==> config.mk <==
export PLATFORM = sky130hd
export DESIGN_NAME = io_ready_seq_flat
export DESIGN_NICKNAME = d
export VERILOG_FILES = /design/src/rtl/io_ready_seq_if.sv /design/src/rtl/io_ready_seq.sv /design/src/flat_wrapper.sv
export SDC_FILE = /design/constraint.sdc
export NUM_CORES = 1
export LEC_CHECK = 0
export CELL_PAD_IN_SITES_DETAIL_PLACEMENT = 2
export CELL_PAD_IN_SITES_GLOBAL_PLACEMENT = 2
export CORE_AREA = 5 5 63 65
export CTS_CLUSTER_DIAMETER = 30
export DETAILED_ROUTE_END_ITERATION = 12
export DIE_AREA = 0 0 68 70
export GPL_TIMING_DRIVEN = 1
export PLACE_DENSITY = 0.73
export SLEW_MARGIN = 20
export SYNTH_ARGS = -nofsm -noshare
export SYNTH_HDL_FRONTEND = slang
export SYNTH_SLANG_ARGS = --single-unit
==> constraint.sdc <==
create_clock -name FCLK -period 1.4 [get_ports FCLK]
set_clock_uncertainty 0.1 [all_clocks]
set_input_delay 0.42 -clock FCLK [delete_from_list [all_inputs] [get_ports FCLK]]
set_output_delay 0.42 -clock FCLK [all_outputs]
set_load 0.01 [all_outputs]
==> src/rtl/io_ready_seq_if.sv <==
// Bus bundle between the FSB/decoder/I-O environment and io_ready_seq.
// slave = sequencer view, master = environment view.
interface io_ready_seq_if;
  logic ASActive;
  logic ASInactive;
  logic nWE;
  logic RAMCS;
  logic ROMCS;
  logic IOCS;
  logic TimeoutB;
  logic IOACK;
  logic IOREQ;
  logic IOWR;
  logic Ready;
  logic BusErr;
  logic IOBusy;

  modport slave (
    input  ASActive, ASInactive, nWE, RAMCS, ROMCS, IOCS, TimeoutB, IOACK,
    output IOREQ, IOWR, Ready, BusErr, IOBusy
  );

  modport master (
    output ASActive, ASInactive, nWE, RAMCS, ROMCS, IOCS, TimeoutB, IOACK,
    input  IOREQ, IOWR, Ready, BusErr, IOBusy
  );
endinterface

==> src/rtl/io_ready_seq.sv <==
// Bus-cycle sequencer deciding when FSB Ready may assert for RAM, ROM and I/O accesses.
// Define IO_WRITE_POST_EN to post I/O writes (Ready on the IOREQ-rise edge).
module io_ready_seq #(
  parameter int unsigned ROMWS = 2
) (
  input  logic           FCLK,
  input  logic           Reset,
  io_ready_seq_if.slave  bus
);

  localparam int unsigned CW = 4;
  localparam logic [CW-1:0] RomLoad = (ROMWS == 0) ? '0 : CW'(ROMWS - 1);
`ifdef IO_WRITE_POST_EN
  localparam bit PostEn = 1'b1;
`else
  localparam bit PostEn = 1'b0;
`endif

  // ACPT decodes the selects latched at acceptance, giving the one-cycle RAM latency
  typedef enum logic [2:0] {
    S_IDLE, S_ACPT, S_ROMW, S_IOQ, S_IOW, S_UNMAP, S_DONE
  } state_t;

  state_t        r_state, w_state;
  logic [CW-1:0] r_cnt, w_cnt;
  logic [2:0]    r_sel, w_sel;
  logic          r_ready, w_ready;
  logic          r_buserr, w_buserr;
  logic          r_ioreq, w_ioreq;
  logic          r_iowr, w_iowr;
  logic          r_iobusy, w_iobusy;
  logic          w_can_raise;

  always_ff @(posedge FCLK) begin
    if (Reset) begin
      r_state  <= S_IDLE;
      r_cnt    <= '0;
      r_sel    <= '0;
      r_ready  <= 1'b0;
      r_buserr <= 1'b0;
      r_ioreq  <= 1'b0;
      r_iowr   <= 1'b0;
      r_iobusy <= 1'b0;
    end else begin
      r_state  <= w_state;
      r_cnt    <= w_cnt;
      r_sel    <= w_sel;
      r_ready  <= w_ready;
      r_buserr <= w_buserr;
      r_ioreq  <= w_ioreq;
      r_iowr   <= w_iowr;
      r_iobusy <= w_iobusy;
    end
  end

  always_comb begin
    w_state     = r_state;
    w_cnt       = r_cnt;
    w_sel       = r_sel;
    w_ready     = r_ready;
    w_buserr    = r_buserr;
    w_ioreq     = r_ioreq;
    w_iowr      = r_iowr;
    w_iobusy    = r_iobusy;
    w_can_raise = !r_iobusy && !bus.IOACK;

    // Handshake retires on its own, independent of which cycle the FSM is in
    if (r_ioreq && bus.IOACK) w_ioreq = 1'b0;
    if (r_iobusy && !r_ioreq && !bus.IOACK) w_iobusy = 1'b0;

    case (r_state)
      S_IDLE: begin
        if (bus.ASActive) begin
          w_sel   = {bus.RAMCS, bus.ROMCS, bus.IOCS};
          w_state = S_ACPT;
        end
      end
      S_ACPT: begin
        if (r_sel[2]) begin
          w_ready = 1'b1;
          w_state = S_DONE;
        end else if (r_sel[1]) begin
          if (ROMWS == 0) begin
            w_ready = 1'b1;
            w_state = S_DONE;
          end else begin
            w_cnt   = RomLoad;
            w_state = S_ROMW;
          end
        end else if (r_sel[0]) begin
          w_state = S_IOQ;
        end else begin
          w_state = S_UNMAP;
        end
      end
      S_ROMW: begin
        if (r_cnt == '0) begin
          w_ready = 1'b1;
          w_state = S_DONE;
        end else if (bus.TimeoutB) begin
          w_ready  = 1'b1;
          w_buserr = 1'b1;
          w_state  = S_DONE;
        end else begin
          w_cnt = r_cnt - CW'(1);
        end
      end
      S_IOQ: begin
        // A posted write completes cleanly even if the timeout fires on the same edge
        if (w_can_raise && PostEn && !bus.nWE) begin
          w_ioreq  = 1'b1;
          w_iowr   = 1'b1;
          w_iobusy = 1'b1;
          w_ready  = 1'b1;
          w_state  = S_DONE;
        end else if (bus.TimeoutB) begin
          w_ready  = 1'b1;
          w_buserr = 1'b1;
          w_state  = S_DONE;
        end else if (w_can_raise) begin
          w_ioreq  = 1'b1;
          w_iowr   = !bus.nWE;
          w_iobusy = 1'b1;
          w_state  = S_IOW;
        end
      end
      S_IOW: begin
        if (bus.IOACK) begin
          w_ready = 1'b1;
          w_state = S_DONE;
        end else if (bus.TimeoutB) begin
          w_ready  = 1'b1;
          w_buserr = 1'b1;
          w_state  = S_DONE;
        end
      end
      S_UNMAP: begin
        if (bus.TimeoutB) begin
          w_ready  = 1'b1;
          w_buserr = 1'b1;
          w_state  = S_DONE;
        end
      end
      S_DONE: begin
        w_state = S_DONE;
      end
      default: begin
        w_state = S_IDLE;
      end
    endcase

    // End of bus cycle overrides everything except the background handshake
    if (bus.ASInactive) begin
      w_state  = S_IDLE;
      w_ready  = 1'b0;
      w_buserr = 1'b0;
    end
  end

  assign bus.Ready  = r_ready;
  assign bus.BusErr = r_buserr;
  assign bus.IOREQ  = r_ioreq;
  assign bus.IOWR   = r_iowr;
  assign bus.IOBusy = r_iobusy;

endmodule
==> src/flat_wrapper.sv <==
// flat-port wrapper written by rule: the top's interface ports become plain ports
module io_ready_seq_flat 
#(
  parameter int unsigned ROMWS = 2
)
  (FCLK, Reset, bus_ASActive, bus_ASInactive, bus_nWE, bus_RAMCS, bus_ROMCS, bus_IOCS, bus_TimeoutB, bus_IOACK, bus_IOREQ, bus_IOWR, bus_Ready, bus_BusErr, bus_IOBusy);
  io_ready_seq_if bus_i ();
  input  logic FCLK;
  input  logic Reset;
  input wire logic [$bits(bus_i.ASActive)-1:0] bus_ASActive;
  input wire logic [$bits(bus_i.ASInactive)-1:0] bus_ASInactive;
  input wire logic [$bits(bus_i.nWE)-1:0] bus_nWE;
  input wire logic [$bits(bus_i.RAMCS)-1:0] bus_RAMCS;
  input wire logic [$bits(bus_i.ROMCS)-1:0] bus_ROMCS;
  input wire logic [$bits(bus_i.IOCS)-1:0] bus_IOCS;
  input wire logic [$bits(bus_i.TimeoutB)-1:0] bus_TimeoutB;
  input wire logic [$bits(bus_i.IOACK)-1:0] bus_IOACK;
  output wire logic [$bits(bus_i.IOREQ)-1:0] bus_IOREQ;
  output wire logic [$bits(bus_i.IOWR)-1:0] bus_IOWR;
  output wire logic [$bits(bus_i.Ready)-1:0] bus_Ready;
  output wire logic [$bits(bus_i.BusErr)-1:0] bus_BusErr;
  output wire logic [$bits(bus_i.IOBusy)-1:0] bus_IOBusy;
  assign bus_i.ASActive = bus_ASActive;
  assign bus_i.ASInactive = bus_ASInactive;
  assign bus_i.nWE = bus_nWE;
  assign bus_i.RAMCS = bus_RAMCS;
  assign bus_i.ROMCS = bus_ROMCS;
  assign bus_i.IOCS = bus_IOCS;
  assign bus_i.TimeoutB = bus_TimeoutB;
  assign bus_i.IOACK = bus_IOACK;
  assign bus_IOREQ = bus_i.IOREQ;
  assign bus_IOWR = bus_i.IOWR;
  assign bus_Ready = bus_i.Ready;
  assign bus_BusErr = bus_i.BusErr;
  assign bus_IOBusy = bus_i.IOBusy;
  io_ready_seq #(.ROMWS(ROMWS)) u_core (.FCLK(FCLK), .Reset(Reset), .bus(bus_i));
endmodule
== After elaboration in Yosys (flattened, before gate mapping) ==
Cells that the tools add are included.

* Flip-flop bits (word level): 15
* Output and inout port bits: 5
* Logic and storage cells: 77

* Add/sub/neg operators: 1
* Equal/unequal tests: 14
* Muxes and demuxes: 32
* Bitwise logic cells: 1
* Reductions and logical operators: 21

{| class="wikitable"
|+ Operators by type and width
! cell !! count
|-
| $mux 3 || 9
|-
| $pmux 3 s7 || 1
|-
| $mux 4 || 4
|-
| $mux 1 || 15
|-
| $ne 2x2->1 const B || 5
|-
| $eq 3x3->1 const B || 3
|-
| $pmux 4 s2 || 1
|-
| $eq 3x2->1 const B || 2
|-
| $reduce_and 2->1 || 3
|-
| $reduce_and 3->1 || 2
|-
| $reduce_and 5->1 || 1
|-
| $logic_and 1x1->1 || 4
|-
| $logic_not 1->1 || 4
|-
| $logic_not 4->1 || 1
|-
| $ne 2x1->1 const B || 2
|-
| $pmux 1 s4 || 1
|-
| $reduce_bool 4->1 || 1
|-
| $reduce_or 2->1 || 2
|-
| $sub 4x1->4 const B || 1
|-
| $eq 3x1->1 const B || 1
|-
| $logic_not 3->1 || 1
|-
| $ne 3x2->1 const B || 1
|-
| $pmux 1 s3 || 1
|-
| $reduce_bool 3->1 || 1
|-
| 2 further kinds || 2
|}

== Depth between registers and ports, before layout ==
Gate-level depths: netlist of run 1.

* Depth after elaboration: 7
* Gate-level depth with buffers: 6
* Depth with buffers taken out: 6

== Worst setup path before layout of run 1 ==
No wires, ideal clock.

* Kind: reg2reg
* Start: register u_core.r_cnt[0]
* End: register u_core.r_cnt[1]
* Setup time: 0.114 ns
* Arrival time: 1.263 ns
* Required time: 1.186 ns
* Slack: -0.077 ns
* Cell stages (with the launch flop): 7
* Cells stage by stage: dfxtp_1 inv_1 ha_1 nor3b_2 and2b_4 nor4_1 a21o_1

* Word-level cells in the longest chain between the ends: 4
* Elaborated cells between the ends (all ways): 7

{| class="wikitable"
|+ Ends and longest elaborated chain
! what !! RTL line !! source
|-
| from (decl) || io_ready_seq.sv:25 || <nowiki>logic [CW-1:0] r_cnt, w_cnt;</nowiki>
|-
| from (signal assigned) || io_ready_seq.sv:46 || <nowiki>r_cnt <= w_cnt;</nowiki>
|-
| $sub 4x1->4 || io_ready_seq.sv:105 || <nowiki>w_cnt = r_cnt - CW'(1);</nowiki>
|-
| $mux 4 || io_ready_seq.sv:100 || <nowiki>end else if (bus.TimeoutB) begin</nowiki>
|-
| $mux 4 || io_ready_seq.sv:97 || <nowiki>if (r_cnt == '0) begin</nowiki>
|-
| $pmux 4 s2 || io_ready_seq.sv:71 || <nowiki>case (r_state)</nowiki>
|}

Several ways; a longest one is shown, not always the timed one. The select of a mux whose other input is x is not followed.
A chain may end at the register's enable or synchronous reset.

== Worst setup path in the final report of run 1 ==
* Start: register u_core.r_cnt[1]
* End: register u_core.r_cnt[1]

The elaborated chain is that of the path after synthesis.

==> flow_summary.yaml, run 1 <==
synth:
  ys_types: 43
  ys_ff_latch: 15
  synth_ff_type: "dfxtp_1"
  ys_top_cells_by_area: "dfxtp_1 35%, a21oi_1 5.8%, mux2i_1 4.7%"
  synth_cells: 96
  synth_area_um2: 856
  async_flop_share_pct: 0
  avgSynthCellArea_um2: 8.91
  yosysSeqAreaShare_pct: 35.1
  yosysTopAreaCell: "dfxtp_1"
  syn_nets: 108
  synth_top_area_share_pct: 35.1
  synth_edf_count: 0
  yosys_warnings: 0
die:
  die_w_um: 68
  die-area_um2: 4760
  core_um2: 3280
  rows: 21
  ios: 15
  initial_core_util_pct: 26.1
  die_h_um: 70
grt:
  antenna_found_initial: 0
  grt.overflow.total: 0
  grt_pass1_vias: 1009
  grt_pass1_wl_mm: 5.04
  grtUsageTotal_pct: 14.0
  grt_max_degree: 9
sta:
  finalSetupTns_ns: -0.305
  worst_slack_ns: -0.118
  clock.fmax_ghz: 0.659
  rsz0062_at_grt: "true"
  tightestPinTransition_ns: 0.327
  slew_headroom_pct: 78.1
  setup_violations: 4
  hold_slack_ns: 0.392
  min_period_ns: 1.52
  finalHoldViolations: 0
  slew_viol_final: 0
  fin_crit_sh_pct: 108
place:
  io_buffers: 14
  place_area_um2: 1240
  place_ws_ns: -0.611
  dp_hpwl_mm: 2.31
  place_congestion: 0.738
  dp.cells: 177
pwr:
  total_power_mw: 0.896
  leakage_nw: 0.555
  power_density_nw_per_um2: 678
  peakVddDrop_mv: 0.205
finish:
  utilization_pct: 40.2
  diodes: 0
  layout_commonest_cell: "buf_4"
  stdcell_count: 185
  drive_gt1_share_pct: 46.8
  final_cell_mix: "29 x buf_4, 10 x nor2_1, 9 x a21oi_1"
  nets: 152
  multi_input_area_um2: 568
  fillers: 382
  area_growth_pct: 54.4
  regArea_um2: 319
  final_area_um2: 1320
clock_network:
  cts_tree: "done"
  cts-root-buf: "clkbuf_4"
  cts_sinks: 15
  hold_buffers: 0
  clkTransAtPathRegs_ns: 0.10
  cts_made_buffers: 3
  h-tree-depth: 1
  clk_latency_ns: 0.30
  clockBufferDepth: 2
worst_setup_path:
  path_cells: "inv_2, ha_4, nor3b_4, and2b_4, nor4_4, a21o_1"
  r2r-end: "u_core.r_cnt[1]$_SDFFE_PP0P_"
  regToRegStartpoint: "u_core.r_cnt[1]$_SDFFE_PP0P_"
  cp.required_ns: 1.56
  worstRegToRegCells: 6
  cp-end-kind: "flip-flop"
  cp_num_buf_inv: 1
  cp_slowest_cell: "dfxtp_1"
  cpLargestDelayFamily: "simple AND/OR/NAND/NOR gates"
  crit_arrival_ns: 1.67
  startpoint_type: "flip-flop"
  r2r_slack_ns: -0.12
  crit_fanout: 5
  crit_type: "flip-flop to flip-flop"
  slowest_delay_ns: 0.34
status:
  outcome: "complete, but fails checks"
  violations: "negative setup slack"
drt:
  drc: 0
  wirelength_mm: 3.28
  drt_first_pass_iters: 4
  ant_nets: 0
  vias: 932
  via_per_inst: 5.04
  drt_iter0_drc: 47
  wl_per_cell_um: 17.7
run:
  drv_cap: 0
worst_hold_path:
  hold_path_class: "flip-flop to flip-flop"
  min_to: "u_core.bus.Ready$_SDFFE_PP0P_"
  worstHoldStart: "u_core.bus.Ready$_SDFFE_PP0P_"
  holdPathStages: 1
sequential cells by signal, summed over array words and instances (netlist names):
register           cells
u_core.r_state         3
u_core.bus.Ready       1
u_core.r_cnt           4
u_core.r_sel           3
u_core.bus.IOWR        1
u_core.bus.IOBusy      1
u_core.bus.BusErr      1
u_core.bus.IOREQ       1
final cells by class:
type / instances / share of cell area (%)
Multi-Input combinational cell: 73 / 43.0
Timing Repair Buffer: 44 / 25.7
Sequential cell: 15 / 24.1
Tap cell: 46 / 4.36
Clock buffer: 4 / 1.99
Inverter: 3 / 0.852
synthesized netlist by cell type, types with 2 or more instances:
| library cell | instances |
|---|---|
| nor3_1 | 4 |
| nor2_1 | 10 |
| inv_1 | 2 |
| dfxtp_1 | 15 |
| o21ai_1 | 2 |
| a21oi_1 | 10 |
| nand3_1 | 4 |
| nor4_1 | 2 |
| o32ai_1 | 2 |
| ha_1 | 2 |
| nand2_1 | 3 |
| buf_4 | 2 |
| o21ai_0 | 4 |
| o21a_1 | 2 |
| mux2i_1 | 4 |
power by group:
part / leakage [nW] / total [mW] / switching (mW) / internal (mW)
logic: 0.413 / 0.175 / 0.0804 / 0.0942
clock network: 0.0150 / 0.274 / 0.163 / 0.111
registers: 0.127 / 0.448 / 0.0138 / 0.434
total: 0.555 / 0.896 / 0.257 / 0.639
worst reg2reg max path: stages (launching register included):
cell and delay (ns):
dfxtp_1 0.34, inv_2 0.08, ha_4 0.13, nor3b_4 0.25, and2b_4 0.26, nor4_4 0.20
a21o_1 0.12
what timing repair did:
item	in CTS	in global routing
cloned	0	0
gates resized for setup	30	17
pin swaps	2	2
setup buffers	2	2
setup endpoints to repair	20	17
kinds of logic (layout without fill, tap and decap cells):
logic type | Yosys count | after routing | synth area share [%]
flip-flops | 15 | 15 | 35.1
adder cells (fa/ha/maj) | 2 | 2 | 2.92
XOR/XNOR | 1 | 1 | 1.02
AO/OA/AOI/OAI | 30 | 30 | 23.2
AND/OR/NAND/NOR | 36 | 36 | 27.6
buffers and inverters | 8 | 51 | 5.41
multiplexers | 4 | 4 | 4.68
layer usage:
layer  share of wire (%)  up-vias  GRT usage (%)  wire length, um
li1                    -      446              -                -
met1                  43      469           17.2             1400
met2                  52       10           23.1             1700
met3                 2.6        7           2.56               85
met4                 2.8        0           5.96               92
met5                   0        -              0                0
how the worst max path moves through the flow:
stage | start | to | cells after the start
after floorplan | u_core.r_cnt[0]$_SDFFE_PP0P_ | u_core.r_cnt[0]$_SDFFE_PP0P_ | 6
after global placement | bus_TimeoutB | u_core.r_cnt[1]$_SDFFE_PP0P_ | 5
after detailed placement | bus_TimeoutB | u_core.r_cnt[1]$_SDFFE_PP0P_ | 5
after CTS | u_core.r_cnt[0]$_SDFFE_PP0P_ | u_core.r_cnt[1]$_SDFFE_PP0P_ | 6
after global routing | u_core.r_cnt[1]$_SDFFE_PP0P_ | u_core.r_cnt[1]$_SDFFE_PP0P_ | 6
final | u_core.r_cnt[1]$_SDFFE_PP0P_ | u_core.r_cnt[1]$_SDFFE_PP0P_ | 6
(Power assumes the default switching activity.)
==> run 2, diff against run 1 <==
--- a/config.mk
+++ b/config.mk
@@ -8,10 +8,11 @@
 export CELL_PAD_IN_SITES_DETAIL_PLACEMENT = 2
 export CELL_PAD_IN_SITES_GLOBAL_PLACEMENT = 2
 export CORE_AREA = 5 5 63 65
+export CTS_BUF_LIST = sky130_fd_sc_hd__clkbuf_4 sky130_fd_sc_hd__clkbuf_8 sky130_fd_sc_hd__clkbuf_16
 export CTS_CLUSTER_DIAMETER = 30
 export DETAILED_ROUTE_END_ITERATION = 12
 export DIE_AREA = 0 0 68 70
-export GPL_TIMING_DRIVEN = 1
+export GPL_TIMING_DRIVEN = 0
 export PLACE_DENSITY = 0.73
 export SLEW_MARGIN = 20
 export SYNTH_ARGS = -nofsm -noshare
==> run 2 against run 1 <==
  * The flow still finishes with violations (negative setup slack)
  * Core utilization shrank 0.15 points
  * Cell count down 5.4%
  * Count of clock-buffer cells in the layout stayed put
  * Combinational power is 5% lower
  * Wire length fell by 6.2%
  * Largest cell class unchanged
==> flow_summary.yaml, run 2 (synthesis gave the netlist of run 1 again) <==
status:
  outcome: "complete, but fails checks"
  violations: "negative setup slack"
worst_setup_path:
  crit_arrival_ns: 1.58
  cp_slowest_cell: "dfxtp_4"
  crit_type: "flip-flop to flip-flop"
  cpLargestDelayFamily: "simple AND/OR/NAND/NOR gates"
  path_cells: "inv_4, ha_4, nor3b_4, and2b_4, nor4_4, a21o_1"
  startpoint_type: "flip-flop"
  cp-end-kind: "flip-flop"
  cp.required_ns: 1.55
  crit_fanout: 5
  cp_num_buf_inv: 1
  slowest_delay_ns: 0.37
place:
  place_congestion: 0.753
  dp_hpwl_mm: 1.86
  place_area_um2: 1080
  io_buffers: 14
sta:
  min_period_ns: 1.43
  slew_viol_final: 0
  slew_headroom_pct: 76.4
  worst_slack_ns: -0.0339
  clock.fmax_ghz: 0.697
  finalHoldViolations: 0
  tightestPinTransition_ns: 0.352
  setup_violations: 3
  rsz0062_at_grt: "true"
  fin_crit_sh_pct: 102
drt:
  via_per_inst: 4.90
  drc: 0
  ant_nets: 0
  drt_first_pass_iters: 4
  wirelength_mm: 3.08
  vias: 858
  wl_per_cell_um: 17.6
  drt_iter0_drc: 39
clock_network:
  cts_sinks: 15
  h-tree-depth: 1
  clockBufferDepth: 2
  cts_tree: "done"
  clkTransAtPathRegs_ns: 0.10
  cts_made_buffers: 3
  clk_latency_ns: 0.29
  cts-root-buf: "clkbuf_4"
pwr:
  power_density_nw_per_um2: 686
  leakage_nw: 0.511
  total_power_mw: 0.903
  peakVddDrop_mv: 0.334
grt:
  grt_max_degree: 11
  grt_pass1_vias: 936
  grt_pass1_wl_mm: 4.77
  antenna_found_initial: 0
  grt.overflow.total: 0
  grtUsageTotal_pct: 13.3
finish:
  regArea_um2: 319
  reg.largest.list: "u_core.r_cnt (4), u_core.r_sel (3), u_core.r_state (3)"
  largest_register_ff_count: 4
  utilization_pct: 40.1
  regMostFlops: "u_core.r_cnt"
  fillers: 366
  drive_gt1_share_pct: 48.8
  final_cell_mix: "13 x buf_4, 9 x a21oi_1, 8 x nor2_1"
  area_growth_pct: 53.8
  diodes: 0
  multi_input_area_um2: 608
  layout_commonest_cell: "buf_4"
  final_area_um2: 1320
  nets: 142
die:
  die_h_um: 70
  rows: 21
  initial_core_util_pct: 26.1
  ios: 15
  core_um2: 3280
  die-area_um2: 4760
  die_w_um: 68
run:
  drv_cap: 0
worst_hold_path:
  hold_path_class: "flip-flop to flip-flop"
run 2: metal layers:
layer  GRT usage [%]  vias to the layer above  routed length, um
li1                -                      420                  -
met1            17.1                      423               1300
met2            21.2                       11               1660
met3            3.85                        4                 80
met4            3.97                        0                 36
met5               0                        -                  0
run 2: cell type report:
class / instances / area share (%)
Tap cell: 46 / 4.37
Inverter: 3 / 1.05
Clock buffer: 4 / 2.28
Multi-Input combinational cell: 73 / 46.2
Buffer: 5 / 3.71
Timing Repair Buffer: 29 / 18.2
Sequential cell: 15 / 24.2
run 2: power breakdown:
group	switching (mW)	total, mW	internal [mW]
combinational	0.0797	0.167	0.0872
clock	0.156	0.287	0.130
sequential	0.0154	0.449	0.433
run 2: metrics by stage:
stage               instances  hold WS (ns)  setup WS, ns  TNS, ns
floorplan                  96         0.356       0.00182        0
global placement          156         0.361        -0.697    -7.47
detailed placement        156         0.369        -0.732    -7.98
CTS                       170         0.390       -0.0499  -0.0801
global route              175         0.404       -0.0911   -0.386
finish                    175         0.371       -0.0339  -0.0598
run 2: timing repair:
item / in CTS / in global routing
pin swaps: 2 / 5
hold endpoints to repair: 0 / 0
setup endpoints to repair: 20 / 15
resized for setup: 40 / 21
cloned: 0 / 0
buffers inserted: 10 / 5
hold buffers: 0 / 0
run 2: worst paths after layout:
| check | from | to | slack (ns) | depth (start not counted) |
|---|---|---|---|---|
| worst max-delay path | u_core.r_cnt[0]$_SDFFE_PP0P_ | u_core.r_cnt[1]$_SDFFE_PP0P_ | -0.03 | 6 |
| worst min register to register | u_core.bus.Ready$_SDFFE_PP0P_ | u_core.bus.Ready$_SDFFE_PP0P_ | 0.37 | 1 |
| worst max register to register | u_core.r_cnt[0]$_SDFFE_PP0P_ | u_core.r_cnt[1]$_SDFFE_PP0P_ | -0.03 | 6 |
| worst min-delay path | u_core.bus.Ready$_SDFFE_PP0P_ | u_core.bus.Ready$_SDFFE_PP0P_ | 0.37 | 1 |
run 2: worst register-to-register path: stages (launching register included):
cell and delay [ns]:
dfxtp_4 0.37, inv_4 0.06, ha_4 0.13, nor3b_4 0.19, and2b_4 0.25, nor4_4 0.20
a21o_1 0.10
